$ cat config.mk
export PLATFORM = sky130hd
export DESIGN_NAME = uart_tx
export DESIGN_NICKNAME = d
export VERILOG_FILES = /design/src/rtl/uart_pkg.sv /design/src/rtl/uart_baud_tick.sv /design/src/rtl/uart_tx.sv
export SDC_FILE = /design/constraint.sdc
export NUM_CORES = 1
export LEC_CHECK = 0
export ABC_AREA = 1
export CELL_PAD_IN_SITES_DETAIL_PLACEMENT = 1
export CELL_PAD_IN_SITES_GLOBAL_PLACEMENT = 1
export CORE_MARGIN = 2
export CORE_UTILIZATION = 45
export CTS_CLUSTER_DIAMETER = 60
export DETAILED_ROUTE_END_ITERATION = 10
export HOLD_SLACK_MARGIN = 0.15
export PLACE_DENSITY_LB_ADDON = 0.2
export SLEW_MARGIN = 15
export SYNTH_ARGS = -nofsm -noshare
export SYNTH_HDL_FRONTEND = slang
export SYNTH_HIERARCHICAL = 1
export SYNTH_SLANG_ARGS = --single-unit
$ cat constraint.sdc
create_clock -name clk_i -period 5.1 [get_ports clk_i]
set_input_delay 0.765 -clock clk_i [delete_from_list [all_inputs] [get_ports clk_i]]
set_output_delay 0.765 -clock clk_i [all_outputs]
set_load 0.01 [all_outputs]
$ cat src/rtl/uart_pkg.sv
// Shared UART constants, state encodings and parity helper.
// Optional parity framing is selected with the UART_TX_PARITY_EN macro.
package uart_pkg;

    localparam int CLK_HZ_DEFAULT   = 100_000_000;
    localparam int BIT_RATE_DEFAULT = 9600;
    localparam int DATA_W           = 8;

`ifdef UART_TX_PARITY_EN
    localparam int STATE_W = 3;
    localparam logic [STATE_W-1:0] S_IDLE   = 3'd0;
    localparam logic [STATE_W-1:0] S_START  = 3'd1;
    localparam logic [STATE_W-1:0] S_DATA   = 3'd2;
    localparam logic [STATE_W-1:0] S_STOP   = 3'd3;
    localparam logic [STATE_W-1:0] S_PARITY = 3'd4;

    function automatic logic even_parity(input logic [DATA_W-1:0] data);
        return ^data;
    endfunction
`else
    localparam int STATE_W = 2;
    localparam logic [STATE_W-1:0] S_IDLE  = 2'd0;
    localparam logic [STATE_W-1:0] S_START = 2'd1;
    localparam logic [STATE_W-1:0] S_DATA  = 2'd2;
    localparam logic [STATE_W-1:0] S_STOP  = 2'd3;
`endif

endpackage

$ cat src/rtl/uart_baud_tick.sv
// Bit-period counter: emits a one-cycle tick every CLKS_PER_BIT enabled cycles.
// Shared between the UART transmitter and receiver.
module uart_baud_tick #(
    parameter int CLKS_PER_BIT = 16
) (
    input  logic clk_i,
    input  logic nreset_i,
    input  logic enable_i,
    input  logic clear_i,
    output logic tick_o
);

    localparam int CNT_W = (CLKS_PER_BIT > 1) ? $clog2(CLKS_PER_BIT) : 1;
    localparam logic [CNT_W-1:0] CNT_LAST = CNT_W'(CLKS_PER_BIT - 1);

    logic [CNT_W-1:0] cnt_q;
    logic [CNT_W-1:0] cnt_d;
    logic             tick_s;

    assign tick_s = enable_i && !clear_i && (cnt_q == CNT_LAST);
    assign tick_o = tick_s;

    // Next count: clear wins, wrap on tick, otherwise count while enabled.
    always_comb begin
        cnt_d = cnt_q;
        if (clear_i) begin
            cnt_d = '0;
        end else if (tick_s) begin
            cnt_d = '0;
        end else if (enable_i) begin
            cnt_d = cnt_q + CNT_W'(1);
        end else begin
            cnt_d = cnt_q;
        end
    end

    // Counter register.
    always_ff @(posedge clk_i or negedge nreset_i) begin
        if (!nreset_i) begin
            cnt_q <= '0;
        end else begin
            cnt_q <= cnt_d;
        end
    end

endmodule

$ cat src/rtl/uart_tx.sv
// UART transmitter: 8 data bits LSB first, 1 or 2 stop bits, valid/ready input.
// Define UART_TX_PARITY_EN to insert an even-parity bit between data and stop.
module uart_tx
    import uart_pkg::*;
#(
    parameter int CLK_HZ    = CLK_HZ_DEFAULT,
    parameter int BIT_RATE  = BIT_RATE_DEFAULT,
    parameter int STOP_BITS = 1
) (
    input  logic              clk_i,
    input  logic              nreset_i,
    input  logic              valid_i,
    output logic              ready_o,
    input  logic [DATA_W-1:0] data_i,
    output logic              tx_o,
    output logic              busy_o,
    output logic              done_o
);

    localparam int CLKS_PER_BIT = CLK_HZ / BIT_RATE;
    localparam logic [2:0] LAST_DATA_BIT = 3'd7;
    localparam logic [2:0] LAST_STOP_BIT = (STOP_BITS == 2) ? 3'd1 : 3'd0;

    logic [STATE_W-1:0] state_q;
    logic [STATE_W-1:0] state_d;
    logic [DATA_W-1:0]  shift_q;
    logic [DATA_W-1:0]  shift_d;
    logic [2:0]         bit_cnt_q;
    logic [2:0]         bit_cnt_d;
    logic               tx_q;
    logic               tx_d;
    logic               ready_q;
    logic               ready_d;
    logic               done_q;
    logic               done_d;
    logic               bit_tick_s;
    logic               baud_en_s;
    logic               baud_clr_s;
`ifdef UART_TX_PARITY_EN
    logic               parity_q;
    logic               parity_d;
`endif

    assign baud_en_s  = (state_q != S_IDLE);
    assign baud_clr_s = (state_q == S_IDLE);

    uart_baud_tick #(
        .CLKS_PER_BIT (CLKS_PER_BIT)
    ) u_baud_tick (
        .clk_i    (clk_i),
        .nreset_i (nreset_i),
        .enable_i (baud_en_s),
        .clear_i  (baud_clr_s),
        .tick_o   (bit_tick_s)
    );

    // Frame sequencing; tx is looked ahead from the next state so it changes on the handshake edge.
    always_comb begin
        state_d   = state_q;
        shift_d   = shift_q;
        bit_cnt_d = bit_cnt_q;
        done_d    = 1'b0;
`ifdef UART_TX_PARITY_EN
        parity_d  = parity_q;
`endif
        case (state_q)
            S_IDLE: begin
                if (valid_i && ready_q) begin
                    state_d   = S_START;
                    shift_d   = data_i;
                    bit_cnt_d = 3'd0;
`ifdef UART_TX_PARITY_EN
                    parity_d  = even_parity(data_i);
`endif
                end else begin
                    state_d = S_IDLE;
                end
            end
            S_START: begin
                if (bit_tick_s) begin
                    state_d   = S_DATA;
                    bit_cnt_d = 3'd0;
                end else begin
                    state_d = S_START;
                end
            end
            S_DATA: begin
                if (bit_tick_s) begin
                    shift_d = {1'b0, shift_q[DATA_W-1:1]};
                    if (bit_cnt_q == LAST_DATA_BIT) begin
`ifdef UART_TX_PARITY_EN
                        state_d = S_PARITY;
`else
                        state_d = S_STOP;
`endif
                        bit_cnt_d = 3'd0;
                    end else begin
                        bit_cnt_d = bit_cnt_q + 3'd1;
                    end
                end else begin
                    state_d = S_DATA;
                end
            end
`ifdef UART_TX_PARITY_EN
            S_PARITY: begin
                if (bit_tick_s) begin
                    state_d = S_STOP;
                end else begin
                    state_d = S_PARITY;
                end
            end
`endif
            S_STOP: begin
                if (bit_tick_s) begin
                    if (bit_cnt_q == LAST_STOP_BIT) begin
                        state_d   = S_IDLE;
                        bit_cnt_d = 3'd0;
                        done_d    = 1'b1;
                    end else begin
                        bit_cnt_d = bit_cnt_q + 3'd1;
                    end
                end else begin
                    state_d = S_STOP;
                end
            end
            default: begin
                state_d   = S_IDLE;
                bit_cnt_d = 3'd0;
            end
        endcase

        case (state_d)
            S_START: tx_d = 1'b0;
            S_DATA:  tx_d = shift_d[0];
`ifdef UART_TX_PARITY_EN
            S_PARITY: tx_d = parity_d;
`endif
            default: tx_d = 1'b1;
        endcase

        ready_d = (state_d == S_IDLE);
    end

    // State and output registers; reset drives the line idle-high immediately.
    always_ff @(posedge clk_i or negedge nreset_i) begin
        if (!nreset_i) begin
            state_q   <= S_IDLE;
            shift_q   <= '0;
            bit_cnt_q <= 3'd0;
            tx_q      <= 1'b1;
            ready_q   <= 1'b1;
            done_q    <= 1'b0;
`ifdef UART_TX_PARITY_EN
            parity_q  <= 1'b0;
`endif
        end else begin
            state_q   <= state_d;
            shift_q   <= shift_d;
            bit_cnt_q <= bit_cnt_d;
            tx_q      <= tx_d;
            ready_q   <= ready_d;
            done_q    <= done_d;
`ifdef UART_TX_PARITY_EN
            parity_q  <= parity_d;
`endif
        end
    end

    assign tx_o    = tx_q;
    assign ready_o = ready_q;
    assign busy_o  = !ready_q;
    assign done_o  = done_q;

endmodule

==> results.md, run 1 <==
- WP data required: about 4300 ps
- Setup TNS: 0 ps
- DIE HEIGHT: 66.1 um
- Starting DRT DRC Count: 60
- FF+latch count, synth: 30
- Critical-path cell list: clkdlybuf4s50_1
- RSZ-0062 raised after global routing: no
- P_int: between 0.4 and 0.5 mW
- Worst slew pin tran: 825 ps
- Crit path launch type: register
- Peak VDD IR: 228 uV
- IO Port Bufs: 14
- Worst R2R Setup Slack: approximately 3200 ps
- Sw power: roughly 0.20 mW
- Synthesized Nets: 248
- Total Wirelength: about 4200 um
- # IOs: 15
- Overflow after GRT: 0
- Max-Cap Viols: 0
- H-tree levels: 2
- Most frequent cells in the layout: nand2_1, inv_1, dfrtp_1
- Syn Inst Count: ~230
- P&R area growth vs syn: 17.8%
- Placed Cells incl. Taps: ~290
- # setup viols final: 0
- CTS Root Cell: clkbuf_8
- Starting Density: a little under half
- Post-cts resize count: 0
- Final Critical Period: around 2200 ps
- All-Layer GR Usage: a little under a quarter
- Core Area: approximately 0.0037 mm^2
- Hold WC Path Type: reg -> reg
- Hpwl dp: 3130 um
- CP Class: reg -> out
- Tcrit/Tclk final: a little over two fifths
- Initial antenna violation count: 0
- Yosys cell types: 24
- Non-Filler Instances: 302
- Vias in the first global route: roughly 1.6k
- Full die area: 0.00437 mm^2
- Yosys Warn Count: 6
- Final hold vios: 0
- Clock power frac: between 30% and 40%
- Util after Layout: approximately 55%
- Clock skew: approximately 4.4 ps
- Clock sink total: 30
- Commonest non-fill, non-tap cell in the layout: nand2_1
- Layout cells sized above 1: roughly 11%
- # Post-CTS Setup Buffers: 0
- Max Fclk: 0.463 GHz
- CTS tree: yes
- Syn avg cell area: around 7.4 um^2
- First-pass GRT wire length: ~7600 um
- Outcome: complete, no violations
- Critical path arrival: 1400 ps
- Vias per inst: a little over 5
- Crit-path slowest cell: dfstp_2
- Crit Path Max Fanout: 5
- Final slew viol count: 0
- Fin nets: about 270
- Leakage power: 0.984 nW
- Final GP Congestion: 0.836
- CTS Buffer Depth: 2
- CTS hold repair buffers: 0
- Crit. End Element: primary output
- Crit path max-delay family: flip-flops
- Vias: 1,538
- CP max stage delay: between 500 and 600 ps
- Comb pwr share: 18.9%
- Reg power frac: a little under half
- Slew Limit Headroom: 44.8%
- TritonRoute pass-1 iters: 4
- Die width: roughly 66 um
- Syn Std Cell Area: 0.00173 mm^2
- Seq/Total Area, Yosys: 43.4%
- Post-DRT Antenna Nets: 0
- ANT cells: 0
- Largest net degree at the start of global routing: 31
- Clock transition at path regs: 60 ps
- Core Rows: 22
- Num CTS Buffers: 5
- Sw frac: 29.8%
- Wirelength per Cell: approximately 14 um
- Clock Latency Late Sink: between 200 and 300 ps
- PwrDens: between 300 and 400 mW/mm^2
- DRC Markers: 0
- Worst path buffer plus inverter count: 1
worst paths after layout:
kind	start	endpoint	cells past startpoint
setup reg to reg	u_baud_tick/cnt_q[0]	tx_o	11
hold reg to reg	shift_q[7]	shift_q[7]	2
hold / removal	shift_q[7]	shift_q[7]	2
setup / recovery	ready_o	ready_o	1
max in group asynchronous	nreset_i	ready_o	2
min in group asynchronous	nreset_i	u_baud_tick/cnt_q[0]	2
synthesized netlist by cell type:
cell type | count | area, um^2
o21ai_2 | 3 | 26.3
o22ai_1 | 3 | 18.8
nand2_4 | 1 | 11.3
nand3_2 | 1 | 10.0
buf_2 | 1 | 5.00
nand4_1 | 8 | 50.1
clkbuf_1 | 1 | 3.75
nand3_1 | 18 | 90.1
nand2_1 | 79 | 297
a22oi_1 | 6 | 45.0
dfrtp_1 | 28 | 701
dfstp_2 | 2 | 52.6
o21ai_0 | 3 | 15.0
inv_1 | 31 | 116
nor2_4 | 3 | 33.8
xnor2_1 | 1 | 8.76
ha_1 | 4 | 50.1
nand2_2 | 3 | 18.8
o21bai_1 | 1 | 7.51
nor2_1 | 18 | 67.6
inv_2 | 3 | 11.3
o21ai_1 | 7 | 35.0
nor2_2 | 4 | 25.0
xor2_1 | 4 | 35.0
stage by stage:
| stage | area [um^2] | hold WS, ps | total power [mW] | worst slack, ps |
|---|---|---|---|---|
| global route | 2040 | 503 | 0.712 | 2890 |
| floorplan | 1730 | 443 | 0.403 | 3500 |
| CTS | 2040 | 486 | 0.678 | 2920 |
| global placement | 1930 | 463 | 0.442 | 3220 |
| detailed placement | 1930 | 471 | 0.447 | 3200 |
| finish | 2040 | 477 | 0.671 | 2940 |
cells by family after synthesis:
| group | synth area share, % |
|---|---|
| XOR/XNOR | 2.53 |
| buffers and inverters | 7.86 |
| AO/OA/AOI/OAI | 8.51 |
| flip-flops | 43.4 |
| AND/OR/NAND/NOR | 34.8 |
| adder cells (fa/ha/maj) | 2.89 |
state kept, by name, summed over array words and instances, names as in the netlist:
register,count
bit_cnt_q,3
tx_o,1
shift_q,8
u_baud_tick/cnt_q,14
state_q,2
ready_o,1
done_o,1
metal layers:
metal | vias to the layer above | part of all wire (%) | wire [um] | track usage, %
met2 | 18 | 47 | 1980 | 36.6
met4 | 0 | 1.6 | 66 | 8.67
met3 | 7 | 2.1 | 86 | 4.77
met5 | - | 0 | 0 | 0
li1 | 783 | - | - | -
met1 | 730 | 49 | 2060 | 31.0
power by group through the flow:
stage                     sequential (mW)  combinational, mW  clock [mW]
after global placement              0.319              0.123           0
final                               0.317              0.127       0.227
after detailed placement            0.320              0.127           0
after CTS                           0.317              0.128       0.233
after global routing                0.323              0.150       0.239
after floorplan                     0.314             0.0893           0
worst min-delay path, cell delays in order (launching register included):
cell,delay [ps]
dfrtp_1,340
nand2_1,60
nand2_1,50
area by class of cell:
class,instances,area [um^2]
clock buffers,8,110
fillers,476,1650
inverters,34,128
multi-input cells,167,845
flip-flops and latches,30,753
well taps,48,60.1
repair buffers,15,148
Note: power is estimated with default switching activity, not from simulation.
==> inputs of run 2 (changes only) <==
CORE_UTILIZATION = 38   (was 45)
clock period = 1.89 ns   (was 5.1 ns; I/O delays follow)
==> run 2 against run 1 <==
Compared with the run above: clock-buffer cell count fell by 1; clock skew rose by 0.59 ps; via count rose by 1.8%; sequential share of layout area fell by 1.1 points; register-to-register slack got worse by 3000 ps; clock power rose by 130%; design area rose by 3.1%.
==> results.md, run 2 (synthesized netlist as in run 1, its figures left out) <==
- Layout cells sized above 1: 16.0%
- Crit Path Max Fanout: 7
- Total Wirelength: 4180 um
- Crit. End Element: register
- Worst R2R End: tx_o
- Reg2reg path depth: 12
- Post-DRT Antenna Nets: 0
- Worst R2R Setup Slack: about 180 ps
- Vias in the first global route: around 1.6k
- Outcome: complete, no violations
- H-tree levels: 2
- Final slew viol count: 0
- All-Layer GR Usage: about a fifth
- Commonest non-fill, non-tap cell in the layout: nand2_1
- Hpwl dp: 3170 um
- Hold WC Path Type: in -> async
- Fill cell count: 563
- Leakage power: 1.02 nW
- Clock skew: approximately 5 ps
- Peak VDD IR: roughly 440 uV
- ANT cells: 0
- Largest register by flop count: u_baud_tick/cnt_q
- Crit path launch type: register
- Tcrit/Tclk final: around nine tenths
- Final hold vios: 0
- Clock Latency Late Sink: 280 ps
- RSZ-0062 raised after global routing: no
- IO Port Bufs: 14
- Hold Slack: ~390 ps
- PwrDens: roughly 830 mW/mm^2
- Num CTS Buffers: 5
- Core Rows: 24
- Die width: approximately 72 um
- Clock transition at path regs: around 70 ps
- Starting DRT DRC Count: 57
- Full die area: 0.00512 mm^2
- Largest net degree at the start of global routing: 31
- Starting Density: about two fifths
- Final Critical Period: approximately 1700 ps
- TritonRoute pass-1 iters: 4
- DIE HEIGHT: a little over 70 um
- Vias per inst: between 4 and 5
- FF/Latch Area: roughly 750 um^2
- CTS Buffer Depth: 2
- First-pass GRT wire length: ~7500 um
- Wirelength per Cell: 13.3 um
- Max-Cap Viols: 0
- Clock sink total: 30
- WP data required: between 2000 and 2500 ps
- Fin nets: between 200 and 300
- Core Area: ~0.0044 mm^2
- CTS Root Cell: clkbuf_8
- Max Fclk: roughly 0.6 GHz
- Worst slew pin tran: between 400 and 500 ps
- # setup viols final: 0
- # IOs: 15
- Overflow after GRT: 0
- CP Class: reg -> reg
- P&R area growth vs syn: 21.5%
- Reg2reg start: state_q[0]
- Most frequent cells in the layout: nand2_1, inv_1, dfrtp_1
- Critical path arrival: about 1900 ps
- Final GP Congestion: roughly 0.85
- Vias: 1,566
- Initial antenna violation count: 0
- Slew Limit Headroom: 72.6%
- Largest registers: u_baud_tick/cnt_q (14), shift_q (8), bit_cnt_q (3)
- Multi-input logic area: about 850 um^2
- CTS tree: yes
- DRC Markers: 0
- Largest register FFs: 14
- Setup TNS: 0 ps
-- run 2: cell types whose count changed in the layout (fill, tap and decap cells not counted), sizes merged --
cell | previous run | this run
buf | 1 | 10
clkbuf | 8 | 7
clkinv | 0 | 1
-- run 2: cell type report --
type                       instances  share of cell area [%]
tap                               52                    3.09
sequential                        30                    35.8
clock inverter                     1                   0.238
timing repair buffer              24                    10.2
clock buffer                       7                    4.10
inverter                          34                    6.06
multi-input combinational        167                    40.5
-- run 2: where the power goes --
| group | switching, mW | internal [mW] |
|---|---|---|
| logic | 0.206 | 0.162 |
| clock network | 0.238 | 0.293 |
| registers | 0.0890 | 0.764 |
-- run 2: worst max-delay path, cell delays in order (launching register included) --
cell	delay [ps]
dfrtp_2	410
nor2_4	70
inv_1	80
nand2_2	70
nor2_1	100
nand2_1	100
nor2_4	170
nand3_1	160
o21ai_2	180
inv_1	120
nand2_1	90
nand2_1	50
nand2_1	50
-- run 2: layer usage --
layer / share of wire [%] / GRT usage, % / wire length [um] / up-vias
met5: 0 / 0 / 0 / -
met4: 1.4 / 7.13 / 59 / 0
met3: 2.5 / 4.22 / 103 / 4
met2: 46 / 29.1 / 1900 / 17
met1: 50 / 25.7 / 2110 / 746
li1: - / - / - / 799
-- run 2: stage by stage --
| step | area [um^2] | instances | power [mW] | setup WS, ps | utilization, % |
|---|---|---|---|---|---|
| floorplan | 1730 | 233 | 1.09 | 285 | - |
| global placement | 1970 | 302 | 1.20 | 165 | 44.9 |
| detailed placement | 1970 | 302 | 1.22 | 46.6 | 44.9 |
| CTS | 2060 | 310 | 1.76 | 30.4 | 47.0 |
| global route | 2110 | 315 | 1.86 | 20.1 | 48.1 |
| finish | 2110 | 315 | 1.75 | 184 | 48.1 |
-- run 2: how the worst max path moves through the flow --
| stage | startpoint | endpoint | slack (ps) | cells after the start |
|---|---|---|---|---|
| after floorplan | u_baud_tick/cnt_q[0] | tx_o | 290 | 11 |
| after global placement | state_q[0] | tx_o | 170 | 12 |
| after detailed placement | state_q[0] | tx_o | 50 | 12 |
| after CTS | state_q[0] | tx_o | 30 | 12 |
| after global routing | state_q[0] | tx_o | 20 | 12 |
| final | state_q[0] | tx_o | 180 | 12 |
-- run 2: repair_timing --
item                       CTS  global route
hold buffers                 0             0
buffers inserted             0             5
gates resized for setup      0             5
setup endpoints to repair    0            14
